[src/rtl/carry_chain_add_pipe.sv]
// Pipelined ripple-carry adder/subtractor built from MUXCY-style carry cells.
// Each SEG_W-bit segment owns one register stage. Operands are skewed into a segment and sums are deskewed out of it.
module carry_chain_add_pipe #(
  parameter int WIDTH = 16,
  parameter int SEG_W = 4
) (
  input  logic             i_clk,
  input  logic             i_rst_n,
  input  logic             i_ce,
  input  logic             i_in_v,
  input  logic             i_sub,
  input  logic [WIDTH-1:0] i_a,
  input  logic [WIDTH-1:0] i_b,
  input  logic             i_ci,
  output logic [WIDTH-1:0] o_o,
  output logic             o_co,
  output logic             o_ovf,
  output logic             o_out_v
);

  localparam int SEGW = (SEG_W >= WIDTH) ? WIDTH : SEG_W;
  localparam int NSEG = (WIDTH + SEGW - 1) / SEGW;

  logic [WIDTH-1:0] w_bx;
  logic             w_cin0;
  logic [NSEG-1:0]  w_segCo;
  logic [NSEG-1:0]  r_v;

  assign w_bx   = i_sub ? ~i_b : i_b;
  assign w_cin0 = i_ci ^ i_sub;

  always_ff @(posedge i_clk or negedge i_rst_n) begin
    if (!i_rst_n) begin
      r_v <= '0;
    end else if (i_ce) begin
      r_v[0] <= i_in_v;
      for (int j = 1; j < NSEG; j++) r_v[j] <= r_v[j-1];
    end
  end

  assign o_out_v = r_v[NSEG-1];
  assign o_co    = w_segCo[NSEG-1];

  for (genvar k = 0; k < NSEG; k++) begin : g_seg
    localparam int LO = k * SEGW;
    localparam int SW = (LO + SEGW > WIDTH) ? (WIDTH - LO) : SEGW;

    logic [SW-1:0] w_aSeg;
    logic [SW-1:0] w_bxSeg;
    logic [SW-1:0] w_sumSeg;
    logic [SW:0]   w_c;
    logic          w_cin;
    logic          r_cout;
    logic [SW-1:0] r_dsk [NSEG-k];

    if (k == 0) begin : g_first
      assign w_aSeg  = i_a[LO +: SW];
      assign w_bxSeg = w_bx[LO +: SW];
      assign w_cin   = w_cin0;
    end else begin : g_skew
      // Segment k sees its operands k enabled edges after sampling.
      logic [SW-1:0] r_aSk  [k];
      logic [SW-1:0] r_bxSk [k];

      always_ff @(posedge i_clk or negedge i_rst_n) begin
        if (!i_rst_n) begin
          for (int j = 0; j < k; j++) begin
            r_aSk[j]  <= '0;
            r_bxSk[j] <= '0;
          end
        end else if (i_ce) begin
          r_aSk[0]  <= i_a[LO +: SW];
          r_bxSk[0] <= w_bx[LO +: SW];
          for (int j = 1; j < k; j++) begin
            r_aSk[j]  <= r_aSk[j-1];
            r_bxSk[j] <= r_bxSk[j-1];
          end
        end
      end

      assign w_aSeg  = r_aSk[k-1];
      assign w_bxSeg = r_bxSk[k-1];
      assign w_cin   = w_segCo[k-1];
    end

    always_comb begin
      w_c      = '0;
      w_sumSeg = '0;
      w_c[0]   = w_cin;
      for (int i = 0; i < SW; i++) begin
        w_c[i+1]    = (w_aSeg[i] ^ w_bxSeg[i]) ? w_c[i] : w_aSeg[i];
        w_sumSeg[i] = w_aSeg[i] ^ w_bxSeg[i] ^ w_c[i];
      end
    end

    always_ff @(posedge i_clk or negedge i_rst_n) begin
      if (!i_rst_n) begin
        r_cout <= 1'b0;
        for (int j = 0; j < NSEG - k; j++) r_dsk[j] <= '0;
      end else if (i_ce) begin
        r_cout   <= w_c[SW];
        r_dsk[0] <= w_sumSeg;
        for (int j = 1; j < NSEG - k; j++) r_dsk[j] <= r_dsk[j-1];
      end
    end

    assign w_segCo[k]    = r_cout;
    assign o_o[LO +: SW] = r_dsk[NSEG-1-k];

    if (k == NSEG - 1) begin : g_last
      logic r_ovf;

      always_ff @(posedge i_clk or negedge i_rst_n) begin
        if (!i_rst_n) begin
          r_ovf <= 1'b0;
        end else if (i_ce) begin
          r_ovf <= w_c[SW] ^ w_c[SW-1];
        end
      end

      assign o_ovf = r_ovf;
    end
  end

endmodule

[config.mk]
export PLATFORM = sky130hd
export DESIGN_NAME = carry_chain_add_pipe
export DESIGN_NICKNAME = d
export VERILOG_FILES = /design/src/rtl/carry_chain_add_pipe.sv
export SDC_FILE = /design/constraint.sdc
export NUM_CORES = 1
export LEC_CHECK = 0
export ABC_AREA = 0
export CAP_MARGIN = 10
export CORE_MARGIN = 8
export CORE_UTILIZATION = 35
export CTS_BUF_LIST = sky130_fd_sc_hd__clkbuf_8
export CTS_CLUSTER_DIAMETER = 200
export DETAILED_ROUTE_END_ITERATION = 12
export GPL_ROUTABILITY_DRIVEN = 0
export HOLD_SLACK_MARGIN = 0.02
export PLACE_DENSITY = 0.55
export SETUP_SLACK_MARGIN = 0.05
export SLEW_MARGIN = 30
export SYNTH_ARGS = -nofsm -noshare
export SYNTH_HDL_FRONTEND = slang
export SYNTH_SLANG_ARGS = --single-unit
[constraint.sdc]
create_clock -name i_clk -period 2.3 [get_ports i_clk]
set_clock_uncertainty 0.1 [all_clocks]
set_input_delay 0.46 -clock i_clk [delete_from_list [all_inputs] [get_ports i_clk]]
set_output_delay 0.46 -clock i_clk [all_outputs]
set_load 0.02 [all_outputs]
==> impl_metrics.json <==
{
  "final_nets": 452,
  "start_util_pct": 35.4,
  "vias": 2609,
  "cp.arrival_ps": 2390,
  "synth_fp_nets": 386,
  "layout_common_cells": "dfrtp_1, mux2_1, clkdlybuf4s50_1",
  "antenna_found_initial": 0,
  "start_kind": "flip-flop",
  "run_status": "finished clean",
  "setup_viol": 0,
  "grt_pass1_wl_um": 13500,
  "clock_latency_ps": 370,
  "drive_gt1_share_pct": 15.7,
  "crit_required_ps": 2500,
  "final_common_cell": "dfrtp_1",
  "pin_count": 57,
  "final_max_slew_viol_count": 0,
  "vdd_drop_max_v": 0.000468,
  "postPlaceCellArea_mm2": 0.00522,
  "tns_ps": 0,
  "tightest_slew_ps": 496,
  "crit_slowest_cell": "dfrtp_1",
  "drc_errors": 0,
  "gr-total-overflow": 0,
  "syn-instance-count": 344,
  "hold_class": "primary input to flip-flop",
  "critPathTopFamily": "adder cells",
  "finalWirelength_um": 7900,
  "diodes": 0,
  "maxSlewHeadroom_pct": 66.1,
  "fmaxAchievable_mhz": 458,
  "fin_crit_sh_pct": 94.9,
  "via_per_inst": 4.45,
  "path_clk_slew_ps": 90,
  "worstSetupEndpointType": "flip-flop",
  "dieArea_mm2": 0.0165,
  "crit_buf_inv": 1,
  "track_usage_pct": 10.5,
  "first_pass_iters": 4,
  "clock_sinks": 97,
  "numCtsBuffers": 9,
  "rows": 41,
  "cp_max_fo": 3,
  "drtIter0Drc": 114,
  "dp_slack_ps": -76.0,
  "hpwlAfterDp_um": 5560,
  "synth_warnings": 0,
  "htreeDepth": 3,
  "max_stage_delay_ps": 410,
  "grt_pass1_vias": 2873,
  "post-route-util_pct": 44.2,
  "finalNonFillerCells": 586,
  "wl_per_cell_um": 13.5,
  "maxCapViolCount": 0,
  "crit_type": "flip-flop to flip-flop",
  "min_period_ps": 2180,
  "finalHoldViolations": 0,
  "syn_avg_cell_area_um2": 12.8,
  "portBuffers": 56,
  "path_cells": "maj3_2, maj3_2, maj3_2, inv_2, fa_1, mux2i_1",
  "leakagePower_nw": 2.29,
  "antenna_left": 0,
  "root_buffer": "clkbuf_8",
  "max-clock-path-buffers": 2,
  "grt_max_degree": 62,
  "core-area_mm2": 0.0125,
  "cts_tree": "done",
  "design_area_mm2": 0.00551,
  "fp.dieW_um": 128,
  "cpMostUsedCell": "maj3_2",
  "area_growth_pct": 24.7,
  "dp.cells": 564,
  "ys_ff_latch": 97,
  "syn_area_mm2": 0.00442,
  "power.density_mw_per_mm2": 929,
  "rsz0062_at_grt": "true",
  "die_h_um": 128,
  "yosysUniqueCellTypes": 37,
  "fin_ws_ps": 117,
  "yosysSeqAreaShare_pct": 54.9,
  "rrSetupSlack_ps": 120
}
synthesized netlist by cell type (all sizes together):
cell type / n / share of area (%)
xor2: 2 / 0.40
o311ai: 2 / 0.40
nor2b: 3 / 0.42
mux2: 71 / 18
buf: 17 / 2.5
o221ai: 1 / 0.20
nor2: 19 / 1.6
nand2: 5 / 0.42
and2: 1 / 0.14
maj3: 12 / 2.9
o22ai: 1 / 0.14
a41oi: 1 / 0.20
nand3: 1 / 0.11
a21oi: 13 / 1.5
a31o: 1 / 0.20
xnor2: 37 / 7.3
dfrtp: 97 / 55
mux2i: 5 / 1.1
fa: 3 / 1.4
ha: 1 / 0.28
clkbuf: 11 / 0.93
a22o: 1 / 0.20
o22a: 1 / 0.20
a21o: 1 / 0.17
nor3: 2 / 0.23
or2: 1 / 0.14
a22oi: 1 / 0.17
a2111oi: 1 / 0.20
inv: 18 / 1.5
a211oi: 1 / 0.17
a222oi: 1 / 0.23
nand2b: 5 / 0.71
o21ai: 7 / 0.79
power breakdown:
part	internal [W]	switching, W	total, W
clock network	0.000668	0.000569	0.00124
logic	0.000847	0.000648	0.00150
registers	0.00215	0.000235	0.00239
total	0.00367	0.00145	0.00512
metal layers:
| layer | GRT usage (%) | part of all wire [%] |
|---|---|---|
| met2 | 17.5 | 50 |
| met1 | 11.4 | 42 |
| met5 | 0 | 0 |
| met4 | 3.78 | 1.5 |
| met3 | 4.88 | 6.5 |
stage by stage:
step	total power [W]	hold slack (ps)
final	0.00512	327
after detailed placement	0.00392	321
after floorplan	0.00339	64.4
after CTS	0.00520	301
after global placement	0.00387	317
after global routing	0.00545	315
kinds of logic (layout without fill, tap and decap cells):
kind of cell / after synthesis / after routing / share of synthesized area [%]
buffers and inverters: 46 / 116 / 5.01
AOI/OAI and AO/OA: 33 / 33 / 4.73
DFF: 97 / 97 / 54.9
adders and majority gates: 16 / 16 / 4.56
muxes: 76 / 76 / 19.2
xor gates and xnor gates: 39 / 39 / 7.73
and+or+nand+nor: 37 / 37 / 3.80
state kept, by name, indices dropped and copies added, names as in the netlist:
name and flops:
g_seg.g_skew.r_aSk 16, g_seg.r_dsk 28, o_ovf 1, g_seg.r_cout 3
r_v 4, g_seg.g_skew.r_bxSk 16, o_o 12, o_co 1
g_seg.w_bxSeg 8, g_seg.w_aSeg 8
area by class of cell:
| type | instances | area (um2) |
|---|---|---|
| repair buffers | 83 | 798 |
| multi-input cells | 201 | 1770 |
| well taps | 172 | 215 |
| inverters | 18 | 67.6 |
| clock inverters | 4 | 76.3 |
| clock buffers | 11 | 151 |
| fillers | 1173 | 6960 |
| flip-flops and latches | 97 | 2430 |
path summary, 6_finish.rpt:
check                                         start                  to  cells after the start
max in group asynchronous                   i_rst_n   g_seg[3].r_dsk[0]                      3
setup / recovery                g_seg[3].w_bxSeg[0]   g_seg[3].r_dsk[3]                      6
min in group asynchronous                   i_rst_n              o_o[3]                      2
hold reg to reg            g_seg[2].g_skew.r_aSk[7]  g_seg[2].w_aSeg[3]                      2
setup reg to reg                g_seg[3].w_bxSeg[0]   g_seg[3].r_dsk[3]                      6
hold / removal                                 i_ce  g_seg[3].w_aSeg[3]                      2
repair_timing:
item | in CTS | in global routing
buffers inserted | 1 | 5
hold endpoints to repair | 28 | 0
gates resized for setup | 2 | 3
hold buffers | 1 | 0
setup endpoints to repair | 3 | 3
pin swaps | 2 | 7
(Power assumes the default switching activity.)
